`src/rtl/pic_priority_sequencer.sv`:
```
// 8259A-style IRR/IMR/ISR priority resolver with two-pulse INTA sequencing and EOI/rotation.
// Optional macro AUTO_EOI_EN adds the auto_eoi input (ISR bit retired at the end of INTA).
module pic_priority_sequencer #(
  parameter int NUM_IRQ = 8,
  parameter int IDX_W   = 3,
  parameter int VEC_W   = 8
) (
  input  logic               clk,
  input  logic               rst_n,
  input  logic [NUM_IRQ-1:0] irq,
  input  logic               level_mode,
  input  logic               mask_we,
  input  logic [NUM_IRQ-1:0] mask_wdata,
  input  logic [VEC_W-1:0]   vector_base,
  input  logic               eoi_valid,
  input  logic               eoi_specific,
  input  logic [IDX_W-1:0]   eoi_level,
  input  logic               rotate_on_eoi,
  input  logic               inta_n,
`ifdef AUTO_EOI_EN
  input  logic               auto_eoi,
`endif
  output logic               int_out,
  output logic [VEC_W-1:0]   vector_out,
  output logic               vector_oe,
  output logic [NUM_IRQ-1:0] irr,
  output logic [NUM_IRQ-1:0] imr,
  output logic [NUM_IRQ-1:0] isr
);

  typedef enum logic [1:0] {IDLE, ARMED, ACK1, ACK2} state_t;

  state_t               state_q, state_d;
  logic [NUM_IRQ-1:0]   irq_q, irr_q, irr_d, imr_q, imr_d, isr_q, isr_d;
  logic                 inta_q;
  logic [IDX_W-1:0]     lp_q, lp_d, idx_q, idx_d;
  logic                 int_out_q, int_out_d, vec_oe_q, vec_oe_d;
  logic [VEC_W-1:0]     vec_q, vec_d;
`ifdef AUTO_EOI_EN
  logic                 ack_live_q, ack_live_d;
`endif

  logic [NUM_IRQ-1:0]   pending, pend_rot, isr_rot, ack_set, eoi_clr, auto_clr;
  logic [2*NUM_IRQ-1:0] pend_dbl, isr_dbl;
  logic [IDX_W:0]       lp_plus1, pend_rank, isr_rank;
  logic [IDX_W-1:0]     cand_idx, isr_top_idx;
  logic                 cand_valid, inta_fall, inta_rise;

  // Rank of the lowest set bit; NUM_IRQ when the vector is empty.
  function automatic logic [IDX_W:0] first_set(input logic [NUM_IRQ-1:0] v);
    logic [IDX_W:0] r;
    r = (IDX_W+1)'(NUM_IRQ);
    for (int k = NUM_IRQ-1; k >= 0; k--)
      if (v[k]) r = (IDX_W+1)'(k);
    return r;
  endfunction

  function automatic logic [IDX_W-1:0] rank_to_idx(input logic [IDX_W:0] base,
                                                   input logic [IDX_W:0] rank);
    logic [IDX_W+1:0] s;
    s = {1'b0, base} + {1'b0, rank};
    if (s >= (IDX_W+2)'(NUM_IRQ)) s = s - (IDX_W+2)'(NUM_IRQ);
    return s[IDX_W-1:0];
  endfunction

  // Rotate so bit 0 of *_rot is the channel right after the lowest-priority pointer.
  assign pending     = irr_q & ~imr_q;
  assign lp_plus1    = {1'b0, lp_q} + (IDX_W+1)'(1);
  assign pend_dbl    = {pending, pending} >> lp_plus1;
  assign isr_dbl     = {isr_q, isr_q} >> lp_plus1;
  assign pend_rot    = pend_dbl[NUM_IRQ-1:0];
  assign isr_rot     = isr_dbl[NUM_IRQ-1:0];
  assign pend_rank   = first_set(pend_rot);
  assign isr_rank    = first_set(isr_rot);
  assign cand_valid  = pend_rank < isr_rank;
  assign cand_idx    = rank_to_idx(lp_plus1, pend_rank);
  assign isr_top_idx = rank_to_idx(lp_plus1, isr_rank);
  assign inta_fall   = inta_q & ~inta_n;
  assign inta_rise   = ~inta_q & inta_n;

  for (genvar gi = 0; gi < NUM_IRQ; gi++) begin : g_irr
    assign irr_d[gi] = level_mode ? irq[gi]
                     : irq[gi] & (irr_q[gi] | ~irq_q[gi]) & ~ack_set[gi];
  end

  always_comb begin
    state_d   = state_q;
    int_out_d = int_out_q;
    vec_d     = vec_q;
    vec_oe_d  = vec_oe_q;
    idx_d     = idx_q;
    ack_set   = '0;
    auto_clr  = '0;
    eoi_clr   = '0;
    lp_d      = lp_q;
`ifdef AUTO_EOI_EN
    ack_live_d = ack_live_q;
`endif

    // EOI always acts on the ISR as it stood before this cycle's acknowledge.
    if (eoi_valid && |isr_q) begin
      if (eoi_specific) begin
        eoi_clr = NUM_IRQ'(1) << eoi_level;
        if (rotate_on_eoi && |eoi_clr) lp_d = eoi_level;
      end else begin
        eoi_clr = NUM_IRQ'(1) << isr_top_idx;
        if (rotate_on_eoi) lp_d = isr_top_idx;
      end
    end

    case (state_q)
      IDLE: begin
        if (cand_valid) begin
          state_d   = ARMED;
          int_out_d = 1'b1;
        end
      end
      ARMED: begin
        if (inta_fall) begin
          state_d   = ACK1;
          int_out_d = 1'b0;
          if (cand_valid) begin
            idx_d   = cand_idx;
            ack_set = NUM_IRQ'(1) << cand_idx;
          end else begin
            idx_d   = IDX_W'(NUM_IRQ-1);
          end
`ifdef AUTO_EOI_EN
          ack_live_d = cand_valid;
`endif
        end else if (!cand_valid) begin
          state_d   = IDLE;
          int_out_d = 1'b0;
        end
      end
      ACK1: begin
        if (inta_fall) begin
          state_d  = ACK2;
          vec_d    = vector_base + VEC_W'(idx_q);
          vec_oe_d = 1'b1;
        end
      end
      ACK2: begin
        if (inta_rise) begin
          state_d  = IDLE;
          vec_oe_d = 1'b0;
`ifdef AUTO_EOI_EN
          if (auto_eoi && ack_live_q) begin
            auto_clr = NUM_IRQ'(1) << idx_q;
            if (rotate_on_eoi) lp_d = idx_q;
          end
`endif
        end
      end
      default: state_d = IDLE;
    endcase

    isr_d = (isr_q & ~eoi_clr & ~auto_clr) | ack_set;
    imr_d = mask_we ? mask_wdata : imr_q;
  end

  always_ff @(posedge clk or negedge rst_n) begin
    if (!rst_n) begin
      state_q   <= IDLE;
      irq_q     <= '0;
      inta_q    <= 1'b1;
      irr_q     <= '0;
      imr_q     <= '1;
      isr_q     <= '0;
      lp_q      <= IDX_W'(NUM_IRQ-1);
      idx_q     <= '0;
      int_out_q <= 1'b0;
      vec_q     <= '0;
      vec_oe_q  <= 1'b0;
`ifdef AUTO_EOI_EN
      ack_live_q <= 1'b0;
`endif
    end else begin
      state_q   <= state_d;
      irq_q     <= irq;
      inta_q    <= inta_n;
      irr_q     <= irr_d;
      imr_q     <= imr_d;
      isr_q     <= isr_d;
      lp_q      <= lp_d;
      idx_q     <= idx_d;
      int_out_q <= int_out_d;
      vec_q     <= vec_d;
      vec_oe_q  <= vec_oe_d;
`ifdef AUTO_EOI_EN
      ack_live_q <= ack_live_d;
`endif
    end
  end

  assign int_out    = int_out_q;
  assign vector_out = vec_q;
  assign vector_oe  = vec_oe_q;
  assign irr        = irr_q;
  assign imr        = imr_q;
  assign isr        = isr_q;

endmodule
```
`config.mk`:
```
export PLATFORM = sky130hd
export DESIGN_NAME = pic_priority_sequencer
export DESIGN_NICKNAME = d
export VERILOG_FILES = /design/src/rtl/pic_priority_sequencer.sv
export SDC_FILE = /design/constraint.sdc
export NUM_CORES = 1
export LEC_CHECK = 0
export ABC_CLOCK_PERIOD_IN_PS = 8000
export CAP_MARGIN = 20
export CORE_MARGIN = 2
export CORE_UTILIZATION = 54
export CTS_CLUSTER_SIZE = 14
export DETAILED_ROUTE_END_ITERATION = 10
export PLACE_DENSITY = 0.83
export RECOVER_POWER = 25
export SLEW_MARGIN = 25
export SYNTH_ARGS = -nofsm -noshare
export SYNTH_HDL_FRONTEND = slang
export SYNTH_SLANG_ARGS = --single-unit
```
`constraint.sdc`:
```
create_clock -name clk -period 8 [get_ports clk]
set_input_delay 1.6 -clock clk [delete_from_list [all_inputs] [get_ports clk]]
set_output_delay 1.6 -clock clk [all_outputs]
set_load 0.02 [all_outputs]
```
# After elaboration in Yosys (flattened, before gate mapping)
# Index checks and enable logic that the tools add are counted.
totals:
  out_inout_bits: 34
  regBits: 51
  word_cells: 144
  in_bits: 35
classes:
  shift: 5
  muxes: 48
  magnitude_cmp: 3
  addsub: 6
  n_reduce_logical: 14
  eq_ne: 8
  bitwise_logic: 49
ops:
  columns: ["operator", "count"]
  rows:
  - ["two-way mux 4 bit", 16]
  - ["two-way mux 8 bit", 5]
  - [">> shifter 16 x 4 -> 8 bit", 2]
  - ["left shift 1 x 3 -> 8 bit (first input constant)", 3]
  - ["AND 1 bit", 18]
  - ["two-way mux 3 bit", 6]
  - ["NOT 1 bit", 18]
  - ["AND 8 bit", 2]
  - ["NOT 8 bit", 2]
  - ["OR reduction 8 bit", 2]
  - ["two-way mux 1 bit", 13]
  - ["adder 4 x 4 -> 5 bit", 2]
  - ["greater-or-equal comparator 5 x 4 -> 1 bit (second input constant)", 2]
  - ["two-way mux 2 bit", 5]
  - ["AND reduction 3 bit", 3]
  - ["adder 8 x 3 -> 8 bit", 1]
  - ["OR 1 bit", 8]
  - ["OR 8 bit", 1]
  - ["one-hot mux 2 bit (4 select lines)", 1]
  - ["inequality test 2 bit (second input constant)", 3]
  - ["nonzero test 2 bit", 3]
  - ["subtractor 3 x 1 -> 3 bit (second input constant)", 2]
  - ["adder 3 x 1 -> 4 bit (second input constant)", 1]
  - ["equality test 2 bit (second input constant)", 2]
  - ["9 further kinds", 12]

# Logic depth before layout (Yosys ltp)
depth:
  word_depth: 21
  mapped_depth: 17
  ltp_nobuf: 15

# Worst setup path before layout
# Ideal clock, no wire load.
synth_timing:
  kind: "flip-flop to flip-flop"
  startpoint: "register lp_q[0]"
  endpoint: "register irr_q[4] (netlist: irr[4])"
  n_path_buf: 1
  period_less_slack_ps: 3763
  setup_slack_ps: 4237
  arrival_ps: 3674
  t_required_ps: 7912
  path_stages_with_launch: 15
  cell_sequence: "dfstp_2 -> inv_1 -> buf_2 -> mux4_2 -> mux2i_1 -> nor2_1 -> or3_1 -> a21oi_1 -> nor3_1 -> or3_1 -> fa_1 -> xnor2_1 -> nor2_1 -> mux2_2 -> a41oi_1"
synth_via:
  elab_chain_cells: 20
synth_lines:
  columns: ["element", "line_no", "text"]
  rows:
  - ["start: declaration", "36", "logic [IDX_W-1:0] lp_q, lp_d, idx_q, idx_d;"]
  - ["start signal: assignment", "170", "lp_q <= IDX_W'(NUM_IRQ-1);"]
  - ["start signal: assignment", "185", "lp_q <= lp_d;"]
  - ["adder 3 x 1 -> 4 bit *", "68", "assign lp_plus1 = {1'b0, lp_q} + (IDX_W+1)'(1);"]
  - [">> shifter 16 x 4 -> 8 bit", "69", "assign pend_dbl = {pending, pending} >> lp_plus1;"]
  - ["two-way mux 4 bit (8 in series)", "54", "if (v[k]) r = (IDX_W+1)'(k);"]
  - ["adder 4 x 4 -> 5 bit", "61", "s = {1'b0, base} + {1'b0, rank};"]
  - ["greater-or-equal comparator 5 x 4 -> 1 bit / subtractor 3 x 1 -> 3 bit (equally long branches)", "62", "if (s >= (IDX_W+2)'(NUM_IRQ)) s = s - (IDX_W+2)'(NUM_IRQ);"]
  - ["two-way mux 3 bit", "62", null]
  - ["left shift 1 x 3 -> 8 bit", "124", "ack_set = NUM_IRQ'(1) << cand_idx;"]
  - ["two-way mux 8 bit *", "122", "if (cand_valid) begin"]
  - ["two-way mux 8 bit *", "119", "if (inta_fall) begin"]
  - ["two-way mux 8 bit *", "111", "case (state_q)"]
  - ["NOT 1 bit *", "83", ": irq[gi] & (irr_q[gi] | ~irq_q[gi]) & ~ack_set[gi];"]
  - ["AND 1 bit *", "83", null]
  - ["two-way mux 1 bit *", "82", "assign irr_d[gi] = level_mode ? irq[gi]"]
  - ["net irr_d[4]", "34", "logic [NUM_IRQ-1:0] irq_q, irr_q, irr_d, imr_q, imr_d, isr_q, isr_d;"]
  - ["end signal: assignment", "182", "irr_q <= irr_d;"]
  - ["end: declaration", "34", null]
# Mark *: on every way through the listed nets, which the timed path passes. The rest lies on a longest branch.
# A chain may end at the register's enable or synchronous reset.

# Worst setup path after layout
layout_timing:
  startpoint: "register lp_q[2]"
  endpoint: "register irr_q[5] (netlist: irr[5])"
# Same word-level chain as after synthesis.

==> qor.csv <==
stage,metric,value,unit
logic_synthesis,Unique masters post-synth,57,
clocking,cts repair resizes,0,
clocking,Post-CTS Setup Bufs,0,
layout,Storage cell area,1290,µm²
critical_path,R2R Setup Slk,3.52,ns
clocking,Worst-path clk slew,0.09,ns
logic_synthesis,"Top FF cell, synth",dfrtp_1,
sta,"Hold Vio Cnt, Final",0,
logic_synthesis,"FFs w/ async S/R, synth",1.00,
power_and_ir_drop,Power Density,477,nW/µm²
layout,layout cells sized above 1,0.134,
sta,worst slew pin tran,2.70,ns
outcome,failing checks,"max-capacitance violations, max-slew violations",
routing,via count,3134,
routing,initial drt markers,145,
sta,fmax,223,MHz
routing,DRC errors left,0,
global_routing,largest net degree at the start of global routing,52,
die,Boundary Pins,69,
die,core area,6460,µm²
min_path,HP Class,register to register,
die,DIE WIDTH,86.3,µm
power_and_ir_drop,combinational share of power,0.695,
layout,Nets,479,
clocking,hold-fix buffer count after cts,0,
critical_path,critical path class,register to register,
critical_path,CP Max Fanout,30,
clocking,CTS tree,done,
flow_run,max_cap viols,1,
critical_path,R2R cell count,12,
sta,post-layout min period,4.48,ns
min_path,Hold Path Depth,2,
routing,per-cell routed wire length,17.3,µm
power_and_ir_drop,NetSw,1.08,mW
global_routing,global-route wire length before repair,15000,µm
logic_synthesis,mapped cell area,3660,µm²
clocking,cts bufs inserted,5,
power_and_ir_drop,sequential power share,0.219,
sta,"Slew Viols, Final",52,
logic_synthesis,Post-Syn Nets,422,
logic_synthesis,"EDFF count, synth",0,
power_and_ir_drop,Clk pwr share,0.086,
critical_path,crit path DAT,4.63,ns
power_and_ir_drop,maximum vdd ir drop,0.284,mV
sta,clk_skew,0.00344,ns
outcome,outcome,finished with violations,
die,Rows,29,
power_and_ir_drop,Int Power,1.05,mW
die,Initial Utilization,0.566,
routing,ANT nets after route,0,
power_and_ir_drop,Lkg Pwr,1.80,nW
critical_path,Worst path top cell family by delay,multiplexers,
power_and_ir_drop,switch share,0.508,
critical_path,Critical Path Max Stage Delay,1.00,ns
critical_path,CP Cell Sequence,mux4_2 > mux2i_1 > nor2_1 > or3_1 > a21oi_1 > nor3_1 > or3_1 > fa_1 > xnor2_1 > nand2_1 > mux2i_1 > a41oi_1,
routing,Routed WL,8840,µm
critical_path,CP max stage cell,dfstp_2,
min_path,hold path endpoint,vector_out[4]$_DFFE_PN0P_,
placement,GPL Wtd Cong,0.896,
layout,final-layout fill cell count,517,
critical_path,CP Launch Type,register,
routing,detailed-route vias per instance,6.15,
clocking,Max Root-Sink Buffers,2,
routing,Detailed Routing Iterations Pass 1,4,
global_routing,total gr overflow,0,
logic_synthesis,Syn Area/Cell,9.75,µm²
placement,port bufs,68,
die,Die Area,7450,µm²
critical_path,worst r2r src,lp_q[2]$_DFFE_PN1P_,
logic_synthesis,Mapped Cells,375,
layout,multi-input logic area,2230,µm²
critical_path,Worst Path Required,8.15,ns
sta,setup tns final,0,ns
global_routing,initial antenna violation count,0,
die,DIE HEIGHT,86.3,µm
clocking,clk sinks,51,
sta,max_slew headroom,-0.803,
global_routing,GRT Util Overall,0.248,
global_routing,vias in the first global route,3210,
critical_path,Worst Path Buf+Inv,0,
layout,Layout area overhead,21.9,%
layout,# diodes,0,
critical_path,Setup crit end kind,register,
clocking,H-tree Lvls,2,
sta,final setup fails,0,
sta,RSZ-0062 raised after global routing,no,
clocking,worst skew pair latency,0.30,ns
critical_path,worst reg2reg path endpoint,irr[5]$_DFF_PN0_,
min_path,Hold Path Origin,vector_out[4]$_DFFE_PN0P_,
placement,DP HPWL,6580,µm
sta,part of the cycle the worst path needs,0.560,
logic_synthesis,sequential area share after synthesis,0.353,
clocking,Root Buffer,clkbuf_8,
logic_synthesis,Synth Warn #,0,
logic_synthesis,Synth Register Bits,51,
sta,Hold Slack,0.483,ns
kinds of logic after synthesis:
kind of cell | count (synthesis) | share of synthesized area
flip-flops | 51 | 0.353
AO/OA/AOI/OAI | 95 | 0.175
multiplexers | 49 | 0.175
XOR/XNOR | 13 | 0.0311
buffers and inverters | 33 | 0.0376
adder cells (fa/ha/maj) | 12 | 0.0472
AND/OR/NAND/NOR | 122 | 0.181
power groups by stage:
stage	Sequential [mW]	Combinational, mW	Clock, mW
after CTS	0.462	1.47	0.186
after global routing	0.479	1.63	0.197
after global placement	0.463	1.40	0
after detailed placement	0.466	1.45	0
final	0.465	1.48	0.183
after floorplan	0.437	1.11	0
synthesized netlist by cell type, types with 11 or more instances:
master / number / area (µm²)
nand2_1: 34 / 128
inv_1: 15 / 56.3
mux2i_1: 19 / 190
nor2_1: 17 / 63.8
a21oi_1: 14 / 70.1
o21ai_0: 30 / 150
nand2b_1: 23 / 144
dfstp_2: 12 / 315
mux2_2: 20 / 225
dfrtp_1: 39 / 976
clkbuf_1: 11 / 41.3
state kept, by name, indices dropped and copies added (netlist names), named ones only:
name,cells
lp_q,3
state_q,1
idx_q,3
vector_oe,1
vector_out,8
inta_q,1
irq_q,8
imr,8
isr,8
irr,8
int_out,1
cell type report:
cell class,instances,share of cell area
Clock buffer,6,0.0163
Clock inverter,2,0.00870
Inverter,15,0.0126
Multi-Input combinational cell,291,0.500
Sequential cell,51,0.290
Tap cell,77,0.0216
Timing Repair Buffer,68,0.151
worst max-delay path by stage:
stage	depth (start not counted)	slack (ns)	endpoint	from
floorplan	14	4.24	irr[4]$_DFF_PN0_	lp_q[0]$_DFFE_PN1P_
global placement	12	3.70	irr[0]$_DFF_PN0_	lp_q[2]$_DFFE_PN1P_
detailed placement	12	3.56	irr[0]$_DFF_PN0_	lp_q[2]$_DFFE_PN1P_
CTS	12	3.53	irr[0]$_DFF_PN0_	lp_q[2]$_DFFE_PN1P_
global route	13	3.17	irr[1]$_DFF_PN0_	lp_q[0]$_DFFE_PN1P_
finish	12	3.52	irr[5]$_DFF_PN0_	lp_q[2]$_DFFE_PN1P_
worst min-delay path, stage by stage (launching register included):
cell and delay (ns):
dfrtp_1 0.35, nand2_1 0.04, o21ai_0 0.06
cell usage in the layout (no fill, tap or decap), types with 2 or more instances in the layout:
cell type	count
clkbuf_1	2
nand3b_1	4
nor2_1	17
clkdlybuf4s50_1	59
clkbuf_8	5
nand3_1	6
o21ai_0	30
a31oi_1	7
mux4_2	10
a21oi_1	14
a211o_1	2
or3_1	4
and2_1	6
xor2_1	8
o211ai_1	2
dfrtp_1	39
nor3_1	7
mux2_2	20
dlygate4sd3_1	8
xnor2_1	5
a41oi_1	5
mux2i_1	19
dfstp_2	12
a21o_1	2
nand2_1	34
nand2b_1	23
inv_1	15
o41ai_1	2
fa_1	3
or3b_2	3
o31ai_1	10
nand4_1	2
ha_1	9
nor2b_1	7
o221ai_1	8
per-layer routing:
metal / track usage / wire length (µm) / vias to the layer above
li1: - / - / 1511
met1: 0.341 / 4040 / 1521
met2: 0.408 / 4240 / 90
met3: 0.0457 / 453 / 12
met4: 0.0696 / 104 / 0
met5: 0 / 0 / -
per-stage QoR:
step	cell area [µm²]	utilization	power, mW	setup slack [ns]	instances
after CTS	4460	0.691	2.12	3.53	510
after detailed placement	4350	0.674	1.92	3.56	502
after global routing	4460	0.690	2.30	3.17	510
after floorplan	3660	-	1.54	4.24	375
after global placement	4350	0.673	1.86	3.70	502
final	4460	0.690	2.13	3.52	510
Power figures use the tool's default switching activity.
